--- src/rtl/sched_datapath_ctrl.sv ---
// Resource-shared signed compare/select/shift kernel.
// One add/sub unit and one comparator, sequenced over seven states per job.
module sched_datapath_ctrl #(
  parameter int unsigned WIDTH     = 64,
  parameter int unsigned OUT_WIDTH = 32
) (
  input  logic                 CLK,
  input  logic                 RST,
  input  logic                 Start,
  input  logic [WIDTH-1:0]     a,
  input  logic [WIDTH-1:0]     b,
  input  logic [WIDTH-1:0]     c,
  output logic [OUT_WIDTH-1:0] x,
  output logic [OUT_WIDTH-1:0] z,
  output logic                 Done,
  output logic                 Busy
);

  typedef enum logic [2:0] {
    WAIT  = 3'd0,
    S1    = 3'd1,
    S2    = 3'd2,
    S3    = 3'd3,
    S4    = 3'd4,
    S5    = 3'd5,
    FINAL = 3'd6
  } state_t;

  state_t r_state;
  state_t w_next;

  logic [WIDTH-1:0]     r_ra, r_rb, r_rc;
  logic [WIDTH-1:0]     r_d, r_e, r_f, r_g, r_h;
  logic                 r_dlte, r_deq;
  logic [OUT_WIDTH-1:0] r_x, r_z;
  logic                 r_done, r_busy;

  logic [WIDTH-1:0]     w_addend;
  logic                 w_sub;
  logic [WIDTH-1:0]     w_sum;
  logic                 w_lt, w_eq;
  logic [WIDTH-1:0]     w_sel;

  // State register
  always_ff @(posedge CLK or posedge RST) begin
    if (RST) r_state <= WAIT;
    else     r_state <= w_next;
  end

  // Next-state logic
  always_comb begin
    w_next = r_state;
    case (r_state)
      WAIT:    if (Start) w_next = S1;
      S1:      w_next = S2;
      S2:      w_next = S3;
      S3:      w_next = S4;
      S4:      w_next = S5;
      S5:      w_next = FINAL;
      FINAL:   w_next = WAIT;
      default: w_next = WAIT;
    endcase
  end

  // Single shared add/sub: S2 adds rc, S3 subtracts rb, otherwise adds rb
  always_comb begin
    w_addend = (r_state == S2) ? r_rc : r_rb;
    w_sub    = (r_state == S3);
    w_sum    = r_ra + (w_sub ? ~w_addend : w_addend) + WIDTH'(w_sub);
  end

  // Comparator and select feeding the S4 updates
  always_comb begin
    w_lt  = ($signed(r_d) < $signed(r_e));
    w_eq  = (r_d == r_e);
    w_sel = w_lt ? r_e : r_d;
  end

  // Datapath registers
  always_ff @(posedge CLK or posedge RST) begin
    if (RST) begin
      r_ra   <= '0;
      r_rb   <= '0;
      r_rc   <= '0;
      r_d    <= '0;
      r_e    <= '0;
      r_f    <= '0;
      r_g    <= '0;
      r_h    <= '0;
      r_dlte <= 1'b0;
      r_deq  <= 1'b0;
      r_x    <= '0;
      r_z    <= '0;
    end else begin
      case (r_state)
        WAIT: begin
          if (Start) begin
            r_ra <= a;
            r_rb <= b;
            r_rc <= c;
          end
        end
        S1: r_d <= w_sum;
        S2: r_e <= w_sum;
        S3: r_f <= w_sum;
        S4: begin
          r_dlte <= w_lt;
          r_deq  <= w_eq;
          r_g    <= w_sel;
          r_h    <= w_eq ? r_f : w_sel;
        end
        S5: begin
          r_x <= OUT_WIDTH'(r_h << r_dlte);
          r_z <= OUT_WIDTH'($signed(r_g) >>> r_deq);
        end
        default: ;
      endcase
    end
  end

  // Handshake flags track the state being entered, so they align with the state
  always_ff @(posedge CLK or posedge RST) begin
    if (RST) begin
      r_done <= 1'b0;
      r_busy <= 1'b0;
    end else begin
      r_done <= (w_next == FINAL);
      r_busy <= (w_next != WAIT);
    end
  end

  assign x    = r_x;
  assign z    = r_z;
  assign Done = r_done;
  assign Busy = r_busy;

endmodule

--- config.mk ---
export PLATFORM = sky130hd
export DESIGN_NAME = sched_datapath_ctrl
export DESIGN_NICKNAME = d
export VERILOG_FILES = /design/src/rtl/sched_datapath_ctrl.sv
export SDC_FILE = /design/constraint.sdc
export NUM_CORES = 1
export LEC_CHECK = 0
export BUFFER_PORTS_ARGS = -buffer_cell sky130_fd_sc_hd__buf_2
export CAP_MARGIN = 20
export CORE_MARGIN = 2
export CORE_UTILIZATION = 56
export DETAILED_ROUTE_END_ITERATION = 12
export PLACE_DENSITY = 0.8
export SYNTH_ARGS = -nofsm -noshare
export SYNTH_HDL_FRONTEND = slang
export SYNTH_SLANG_ARGS = --single-unit
--- constraint.sdc ---
create_clock -name CLK -period 20.4 [get_ports CLK]
set_input_delay 2.04 -clock CLK [delete_from_list [all_inputs] [get_ports CLK]]
set_output_delay 2.04 -clock CLK [all_outputs]
set_load 0.01 [all_outputs]
==> impl_metrics.yaml <==
outcome:
  status: "complete, no violations"
finish:
  area_growth_pct: 14.0
  mostFrequentLayoutCells: "488 x dfrtp_1, 323 x nand2_1, 261 x o21ai_0"
  nets: 3024
  final_common_cell: "dfrtp_1"
  drive_gt1_frac: 0.218
synth:
  synthCells: 2495
  synthTopCellsByArea: "dfrtp_1 47%, mux2_2 8.4%, ha_1 6.4%, mux2i_1 6.3%, o21ai_0 5.1%"
  syn_nets: 2823
  synth_top_family_by_area: "multiplexers"
  netlist.area_leader.share: 0.474
  synth.cell_area_um2: 25700
  yosysWarnings: 0
  synthFlopType: "dfrtp_1"
  synth-simple-area-share: 0.0992
  yosysTopAreaCell: "dfrtp_1"
  async_reset_ff_frac: 1.00
  synth_compound_area_frac: 0.139
  synthAdderAreaFrac: 0.0649
  postSynthAreaPerCell_um2: 10.3
  synthXorXnorAreaFrac: 0.0405
  muxShareOfSynthArea: 0.147
  post_synth_num_cell_types: 77
  ys_seq_elements: 488
  yosysSeqAreaShare: 0.474
  synth_edf_count: 0
timing:
  finalCritPeriodShare: 0.283
  skew_ns: 0.0225
  hold_slack_ns: 0.470
  finalSetupViolCount: 0
  setup_ws_ns: 14.62
  rsz0062_at_grt: "no"
  finalSetupTns_ns: 0
  fmax_ghz: 0.173
  worst_pin_slew_ns: 1.37
  hold_viol: 0
  relSlewSlack: 0.0866
  period_minus_slack_ns: 5.78
  drv_slew: 0
cts:
  clk_pin_slew_worst_paths_ns: 0.06
  clock_path_buffers: 3
  ctsResizeCount: 0
  cts.htree.levels: 2
  cts_hold_buffers: 0
  cts_made_buffers: 52
  cts_tree: "yes"
  cts_setup_buffers: 0
  clock-sinks: 488
  clock_latency_ns: 0.63
  clock-root-buffer: "clkbuf_16"
die:
  rows: 78
  die-height_um: 218
  dieArea_um2: 47700
  core_um2: 45400
  die_w_um: 218
  pin_count: 261
  start_util: 0.567
detailed_routing:
  drt_iter0_drc: 1323
  routedWlPerCell_um: 18.8
  via_per_inst: 5.79
  drtAntennaViolNets: 0
  drt-total-wl_mm: 62.7
  dr.pass1.iters: 5
  vias: 19300
  drcViolationCount: 0
placement:
  gp_congestion: 0.915
  io_buffers: 260
  dp_worst_setup_slack_ns: 14.67
  place_hpwl_mm: 45.0
setup_path:
  path_max_fanout: 34
  cp.required_ns: 20.85
  start_kind: "register"
  crit_path_end_kind: "register"
  r2r_cells: 16
  arrival_ns: 6.23
  critPathKind: "reg -> reg"
worst_hold_path:
  hp-class: "reg -> reg"
  hold_depth: 2
run:
  cap_violations: 0
global_route:
  grt_pass1_vias: 19200
  grt_use_total: 0.266
  antenna_found_initial: 5
  grt-ovfl-total: 0
  grt_max_degree: 194
  grt_pass1_wl_mm: 102
final cells by class:
cell class	instances	area (µm²)
sequential	488	12200
fill	3468	16000
antenna	2	5.00
tap	600	751
clock buffer	69	1460
clock inverter	27	317
multi-input combinational	1777	12700
inverter	94	360
timing repair buffer	283	1560
synthesized netlist by cell type, drive strengths merged (8+ instances only):
cell type	instances
nand2	325
o31ai	10
inv	94
a21o	49
o21ai	317
dfrtp	488
and3	42
ha	132
nor3	27
buf	18
a31oi	8
a211oi	15
o21bai	13
o211ai	14
clkbuf	118
mux2	191
o21a	9
nand4	28
nor2	59
a21oi	132
nand2b	13
nand3	21
nor2b	9
mux2i	162
xnor2	24
xor2	95
per-layer routing:
metal,up-vias,wire [µm],part of all wire,global-route usage
li1,9232,-,-,-
met1,9421,29000,0.46,0.381
met2,557,28700,0.46,0.416
met3,122,3260,0.052,0.0437
met4,4,1700,0.027,0.0787
met5,-,24,0.00038,0
critical path: stages (launching register included):
cell and delay, ns:
dfrtp_1 0.52, nor2b_1 0.50, nor2b_4 0.25, buf_4 0.49, mux2i_1 0.48, xor2_1 0.26, inv_1 0.09, fa_1 0.42
nand2b_1 0.19, a21oi_1 0.32, o211ai_1 0.27, a311oi_1 0.65, o211ai_1 0.30, nand4_1 0.24, nand2_1 0.09, xor2_1 0.31
o21ai_0 0.15
registers in the layout, indices dropped and copies added, names as in the netlist:
register and flops:
x 32, r_ra 64, r_h 32, r_deq 1
r_e 64, r_g 33, r_state 3, r_d 64
r_dlte 1, r_rb 64, r_f 32, r_rc 64
z 32, Done 1, Busy 1
path summary, 6_finish.rpt:
check                            from       to  slack (ns)
max                        r_state[2]  r_d[44]       14.62
min                              x[7]     x[7]        0.47
max reg2reg                r_state[2]  r_d[44]       14.62
min reg2reg                      x[7]     x[7]        0.47
max in group asynchronous         RST    z[22]       16.20
min in group asynchronous         RST  r_rb[9]        1.53
per-stage QoR:
stage	std cells	cell area, µm²	utilization
floorplan	2495	25700	-
global placement	3237	27500	0.605
detailed placement	3237	27500	0.605
CTS	3333	29200	0.644
global route	3340	29300	0.647
finish	3340	29300	0.647
logic make-up (layout without fill, tap and decap cells):
logic type | count (synthesis) | count (layout)
muxes | 353 | 353
AOI/OAI and AO/OA | 610 | 610
and+or+nand+nor | 562 | 562
adders and majority gates | 133 | 133
xor gates and xnor gates | 119 | 119
other | 0 | 2
buffers and inverters | 230 | 473
DFF | 488 | 488
Power is not shown: default switching activity piles up to over one toggle a cycle in this logic, so the estimate is an artifact.
